## src/rtl/bf_pkg.sv

```systemverilog
// Shared types for the brainfuck CPU: op codes (also used by the decoder)
// and the data-unit FSM states. The TRAP state only exists when
// BF_PTR_TRAP_EN is defined.
package bf_pkg;

  typedef enum logic [2:0] {
    OP_INC,
    OP_DEC,
    OP_RIGHT,
    OP_LEFT,
    OP_OUT,
    OP_IN,
    OP_ZCHK
  } bf_op_t;

  typedef enum logic [2:0] {
    ST_IDLE,
    ST_RD,
    ST_MOD,
    ST_OUT_W,
`ifdef BF_PTR_TRAP_EN
    ST_IN_W,
    ST_TRAP
`else
    ST_IN_W
`endif
  } bf_state_t;

endpackage

```

## src/rtl/bf_data_unit.sv

```systemverilog
// Data-path execution stage of the brainfuck CPU: owns the data pointer,
// performs read-modify-write cell updates through the memory port, handles
// '.' / ',' byte handshakes and reports the current cell's zero flag.
// Optional feature macro: BF_PTR_TRAP_EN (pointer range trap instead of wrap).
module bf_data_unit
  import bf_pkg::*;
#(
  parameter int width_addr = 16,
  parameter int width_data = 8
) (
  input  logic                  clk_in,
  input  logic                  reset_in,
  input  logic                  op_valid_in,
  input  bf_op_t                op_in,
  output logic                  op_ready_out,
  output logic                  done_out,
  output logic                  zero_out,
  output logic [width_addr-1:0] ptr_out,
  output logic                  mem_enable_out,
  output logic                  mem_is_write_out,
  output logic [width_addr-1:0] mem_addr_out,
  output logic [width_data-1:0] mem_wdata_out,
  input  logic [width_data-1:0] mem_rdata_in,
  output logic                  out_valid_out,
  output logic [width_data-1:0] out_data_out,
  input  logic                  out_ready_in,
  input  logic                  in_valid_in,
  input  logic [width_data-1:0] in_data_in,
  output logic                  in_ready_out,
  output logic                  trap_out
);

  bf_state_t             state, state_d;
  bf_op_t                op_q, op_d;
  logic [width_addr-1:0] ptr, ptr_d;
  logic                  zero, zero_d;
  logic                  done_q, done_d;   // delayed retire for pointer ops / NOP
  logic                  done_now;         // retire in the current cycle
  logic                  fresh;            // first OUT_W cycle: rdata is live
  logic [width_data-1:0] out_byte;         // OUT byte held for later OUT_W cycles
  logic                  en, wr, op_ready, out_valid, in_ready;
  logic [width_data-1:0] wdata;
`ifdef BF_PTR_TRAP_EN
  logic                  trap, trap_d;
`endif

  // State, pointer, flag and output-byte registers
  always_ff @(posedge clk_in) begin
    if (reset_in) begin
      state    <= ST_IDLE;
      op_q     <= OP_INC;
      ptr      <= '0;
      zero     <= 1'b1;
      done_q   <= 1'b0;
      fresh    <= 1'b0;
      out_byte <= '0;
`ifdef BF_PTR_TRAP_EN
      trap     <= 1'b0;
`endif
    end else begin
      state  <= state_d;
      op_q   <= op_d;
      ptr    <= ptr_d;
      zero   <= zero_d;
      done_q <= done_d;
      fresh  <= (state == ST_RD);
      if (state == ST_OUT_W && fresh) out_byte <= mem_rdata_in;
`ifdef BF_PTR_TRAP_EN
      trap   <= trap_d;
`endif
    end
  end

  // Next-state and memory/handshake control
  always_comb begin
    state_d   = state;
    op_d      = op_q;
    ptr_d     = ptr;
    zero_d    = zero;
    done_d    = 1'b0;
    done_now  = 1'b0;
    en        = 1'b0;
    wr        = 1'b0;
    wdata     = '0;
    op_ready  = 1'b0;
    out_valid = 1'b0;
    in_ready  = 1'b0;
`ifdef BF_PTR_TRAP_EN
    trap_d    = trap;
`endif
    case (state)
      ST_IDLE: begin
        op_ready = 1'b1;
        if (op_valid_in) begin
          op_d = op_in;
          case (op_in)
            OP_INC, OP_DEC, OP_ZCHK, OP_OUT: state_d = ST_RD;
            OP_IN: state_d = ST_IN_W;
            OP_RIGHT: begin
`ifdef BF_PTR_TRAP_EN
              if (ptr == '1) begin
                state_d = ST_TRAP;
                trap_d  = 1'b1;
              end else begin
                ptr_d  = ptr + width_addr'(1);
                done_d = 1'b1;
              end
`else
              ptr_d  = ptr + width_addr'(1);
              done_d = 1'b1;
`endif
            end
            OP_LEFT: begin
`ifdef BF_PTR_TRAP_EN
              if (ptr == '0) begin
                state_d = ST_TRAP;
                trap_d  = 1'b1;
              end else begin
                ptr_d  = ptr - width_addr'(1);
                done_d = 1'b1;
              end
`else
              ptr_d  = ptr - width_addr'(1);
              done_d = 1'b1;
`endif
            end
            default: done_d = 1'b1;  // undefined code retires as NOP
          endcase
        end
      end
      ST_RD: begin
        en      = 1'b1;
        state_d = (op_q == OP_OUT) ? ST_OUT_W : ST_MOD;
      end
      ST_MOD: begin
        done_now = 1'b1;
        state_d  = ST_IDLE;
        if (op_q == OP_ZCHK) begin
          zero_d = (mem_rdata_in == '0);
        end else begin
          en     = 1'b1;
          wr     = 1'b1;
          wdata  = (op_q == OP_INC) ? mem_rdata_in + width_data'(1)
                                    : mem_rdata_in - width_data'(1);
          zero_d = (wdata == '0);
        end
      end
      ST_OUT_W: begin
        out_valid = 1'b1;
        if (out_ready_in) begin
          done_now = 1'b1;
          state_d  = ST_IDLE;
        end
      end
      ST_IN_W: begin
        in_ready = 1'b1;
        if (in_valid_in) begin
          en       = 1'b1;
          wr       = 1'b1;
          wdata    = in_data_in;
          zero_d   = (in_data_in == '0);
          done_now = 1'b1;
          state_d  = ST_IDLE;
        end
      end
`ifdef BF_PTR_TRAP_EN
      ST_TRAP: state_d = ST_TRAP;  // only reset leaves
`endif
      default: state_d = ST_IDLE;
    endcase
  end

  // A reset cycle must not issue a write or complete a handshake
  assign mem_enable_out   = en & ~reset_in;
  assign mem_is_write_out = wr & ~reset_in;
  assign mem_wdata_out    = wdata;
  assign mem_addr_out     = ptr;
  assign ptr_out          = ptr;
  assign zero_out         = zero;
  assign op_ready_out     = op_ready;
  assign done_out         = (done_now | done_q) & ~reset_in;
  assign out_valid_out    = out_valid & ~reset_in;
  assign out_data_out     = out_valid ? (fresh ? mem_rdata_in : out_byte) : '0;
  assign in_ready_out     = in_ready & ~reset_in;
`ifdef BF_PTR_TRAP_EN
  assign trap_out         = trap;
`else
  assign trap_out         = 1'b0;
`endif

endmodule

```

## config.mk

```make
export PLATFORM = sky130hd
export DESIGN_NAME = bf_data_unit
export DESIGN_NICKNAME = d
export VERILOG_FILES = /design/src/rtl/bf_pkg.sv /design/src/rtl/bf_data_unit.sv
export SDC_FILE = /design/constraint.sdc
export NUM_CORES = 1
export LEC_CHECK = 0
export CORE_ASPECT_RATIO = 1.4
export CORE_MARGIN = 4
export CORE_UTILIZATION = 44
export CTS_CLUSTER_SIZE = 40
export DETAILED_ROUTE_END_ITERATION = 7
export PLACE_DENSITY_LB_ADDON = 0.2
export SLEW_MARGIN = 20
export SYNTH_ARGS = -nofsm -noshare
export SYNTH_HDL_FRONTEND = slang
export SYNTH_SLANG_ARGS = --single-unit
```

## constraint.sdc

```tcl
create_clock -name clk_in -period 3.1 [get_ports clk_in]
set_input_delay 0.93 -clock clk_in [delete_from_list [all_inputs] [get_ports clk_in]]
set_output_delay 0.93 -clock clk_in [all_outputs]
set_load 0.005 [all_outputs]
```

==> results.md, run 1 <==
* Clock Path Buffers at 2
* N_diodes at 0
* GRT Residual Overflow at 0
* # IOs at 80
* P_leak at 1.84 nW
* Chip width at 75 µm
* Final core occ at 75.7%
* Worst endpoint required time at 2.17 ns
* Full die area at 7640 µm²
* Vias in the first global route at 3199
* Vias per cell at 5.63
* Worst min-delay path class: flip-flop to flip-flop
* Commonest non-fill, non-tap cell in the layout: buf_4
* Main synth FF type: dfxtp_1
* Synthesis-to-finish area growth at 63.9%
* Worst-Skew Late Latency at 0.29 ns
* Max Cap Viol at 0
* Fraction of layout cells with a size suffix above 1 at 32.6%
* Hold-fix buffers at CTS at 0
* Starting DRT DRC Count at 150
* Synth Warn # at 0
* Synth Register Bits at 33
* Buffers on Ports at 78
* CTS Root Cell: clkbuf_8
* Slowest CP cell: or3_4
* Drt pass-1 iters at 4
* Initial core utilization at 46.2%
* Failing checks: negative setup slack
* Syn_area_per_cell at 7.62 µm²
* Largest net degree at the start of global routing at 31
* Cell mode on critical path: a21oi_2
* Final ANT Viol Nets at 0
* Placed inst area at 3990 µm²
* Finished Cell Area at 4530 µm²
* HPWL after DPL at 6410 µm
* DRC at 0
* Post-synth EDFFs at 0
* Synth unique cells at 60
* Clock-pin slew on the worst setup and hold paths at 0.08 ns
* Setup slack after layout at -0.257 ns
* PwrDens at 345 nW/µm²
* WS Path Type: flip-flop to output pin
* F_max at 298 MHz
* Final Cycle Share at 108%
* Synth Instances at 363
* Measured slew at the worst slew-check pin at 0.507 ns
* Core Region at 5990 µm²
* DRT Wirelength at 9460 µm
* Hold slack at 0.463 ns
* TritonCTS clock tree: built
* CP endpoint kind: output pin
* CP Launch Type: flip-flop
* RSZ-0062 raised after global routing: true
* Worst-path cell chain: or3_4 > buf_6 > ha_4 > a211oi_2 > o21bai_1 > a21oi_2 > a21oi_2 > xnor2_1 > o21ai_1 > buf_2
* Crit-path max cell delay at 0.42 ns
* Htree depth at 2
* Final slew viol count at 0
* Synthesized net count at 412
* Max FO, Critical Path at 3
* Crit path DAT at 2.43 ns
* Gpl congestion at 0.864
* Commonest non-fill, non-tap cells in the layout: 90 x buf_4, 56 x clkdlybuf4s50_1, 48 x nand2_1
* Vias at 3296
* Worst vdd ir at 0.338 mV
* Total Power at 1.56 mW
* Pre-CTS setup slack at -1.14 ns
* TritonCTS buffer count at 5
* Register area share after synthesis at 23.9%
* Post-synth ARST share at 0%
* Final hold vios at 0
* Status: complete, but fails checks
* Initial antenna violation count at 0
* Clock skew at 0.00556 ns
* WL per Instance at 16.2 µm
* Mapped Area at 2770 µm²
* Row count at 33
* Nets at 563
* Clock sinks at 33
* Final setup vio count at 7
* Die Y at 102 µm
* Gr usage total at 24.0%
* First-pass GRT wire length at 14400 µm
* Final min period at 3.36 ns
* Slew HR at 66.2%
-- timing repair --
| item | CTS | global route |
|---|---|---|
| setup buffers | 18 | 6 |
| endpoints found under the setup margin | 27 | 21 |
| gates resized for setup | 106 | 18 |
| hold endpoints to repair | 0 | 0 |
| pin swaps | 34 | 20 |
-- worst paths after layout --
| path | cells past startpoint | to | start | slack (ns) |
|---|---|---|---|---|
| worst min-delay path | 2 | out_byte[5] | out_byte[5] | 0.46 |
| worst max-delay path | 10 | mem_wdata_out[7] | op_q[1] | -0.26 |
| worst max register to register | 17 | zero_out | op_q[1] | -0.08 |
| worst min register to register | 2 | out_byte[5] | out_byte[5] | 0.46 |
-- layer usage --
layer  GRT usage, %  vias to the layer above  wire (µm)
met5              0                        -          0
met4           14.4                        0        537
met3           4.47                       42        409
met2           43.8                      106       5070
met1           24.4                     1556       3450
li1               -                     1592          -
-- sequential cells by signal (all words and copies together) (netlist names) --
register,cells
op_q,3
state,3
out_byte,8
done_q,1
zero_out,1
mem_addr_out,16
fresh,1
-- critical path: cells and delay by family (launching register included) --
| family | cells | cell delay, ns |
|---|---|---|
| AOI/OAI and AO/OA | 5 | 0.67 |
| xor gates and xnor gates | 1 | 0.21 |
| and+or+nand+nor | 1 | 0.42 |
| DFF | 1 | 0.33 |
| adders and majority gates | 1 | 0.23 |
| buffers and inverters | 2 | 0.27 |
-- cells by family after synthesis --
| family | count (synthesis) | synth area share (%) |
|---|---|---|
| flops | 33 | 23.9 |
| simple gates | 143 | 25.8 |
| xor+xnor | 10 | 3.17 |
| buf+inv | 41 | 8.33 |
| fa+ha+maj | 25 | 11.9 |
| mux | 10 | 3.67 |
| compound gates | 100 | 23.2 |
| other cells | 1 | 0.136 |
-- power breakdown --
| group | switching [mW] | total, mW | internal (mW) |
|---|---|---|---|
| combinational | 0.298 | 0.675 | 0.376 |
| clock | 0.185 | 0.426 | 0.241 |
| sequential | 0.0235 | 0.462 | 0.438 |
| total | 0.507 | 1.56 | 1.06 |
-- synth_stat cells (2+ instances only) --
library cell | n | area [µm²]
a2111oi_0 | 2 | 17.5
a211o_1 | 3 | 26.3
a211oi_1 | 6 | 45.0
a21o_1 | 2 | 15.0
a21oi_1 | 38 | 190
a22o_1 | 2 | 17.5
a311o_1 | 2 | 20.0
and3_1 | 4 | 25.0
buf_1 | 2 | 7.51
buf_4 | 18 | 135
clkbuf_1 | 9 | 33.8
dfxtp_1 | 33 | 661
fa_1 | 2 | 40.0
ha_1 | 23 | 288
inv_1 | 10 | 37.5
mux2i_1 | 9 | 90.1
nand2_1 | 49 | 184
nand2b_1 | 2 | 12.5
nand3_1 | 8 | 40.0
nand3b_1 | 8 | 60.1
nor2_1 | 35 | 131
nor2b_1 | 4 | 25.0
nor3_1 | 9 | 45.0
nor3b_1 | 6 | 45.0
nor4_1 | 6 | 37.5
o211ai_1 | 4 | 30.0
o21a_1 | 6 | 45.0
o21ai_0 | 19 | 95.1
o21bai_1 | 2 | 15.0
or3_1 | 2 | 12.5
xnor2_1 | 6 | 52.6
xor2_1 | 4 | 35.0
-- cell type report --
class / instances / area [µm²]
flip-flops and latches: 33 / 663
clock buffers: 5 / 68.8
repair buffers: 175 / 1500
well taps: 70 / 87.6
fillers: 430 / 1450
inverters: 10 / 42.5
clock inverters: 3 / 46.3
multi-input cells: 289 / 2130
-- through the flow --
stage	setup TNS [ns]	instances
after floorplan	0	363
final	-1.32	585
after CTS	-0.846	579
after global routing	-2.03	585
after global placement	-12.44	553
after detailed placement	-12.70	553
Note: power is estimated with default switching activity, not from simulation.
==> run 2, diff against run 1 <==
--- a/config.mk
+++ b/config.mk
@@ -5,6 +5,7 @@
 export SDC_FILE = /design/constraint.sdc
 export NUM_CORES = 1
 export LEC_CHECK = 0
+export CAP_MARGIN = 0
 export CORE_ASPECT_RATIO = 1.4
 export CORE_MARGIN = 4
 export CORE_UTILIZATION = 44
==> results of run 2 <==
No change in the layout: final DEF, timing and power equal those of run 1.
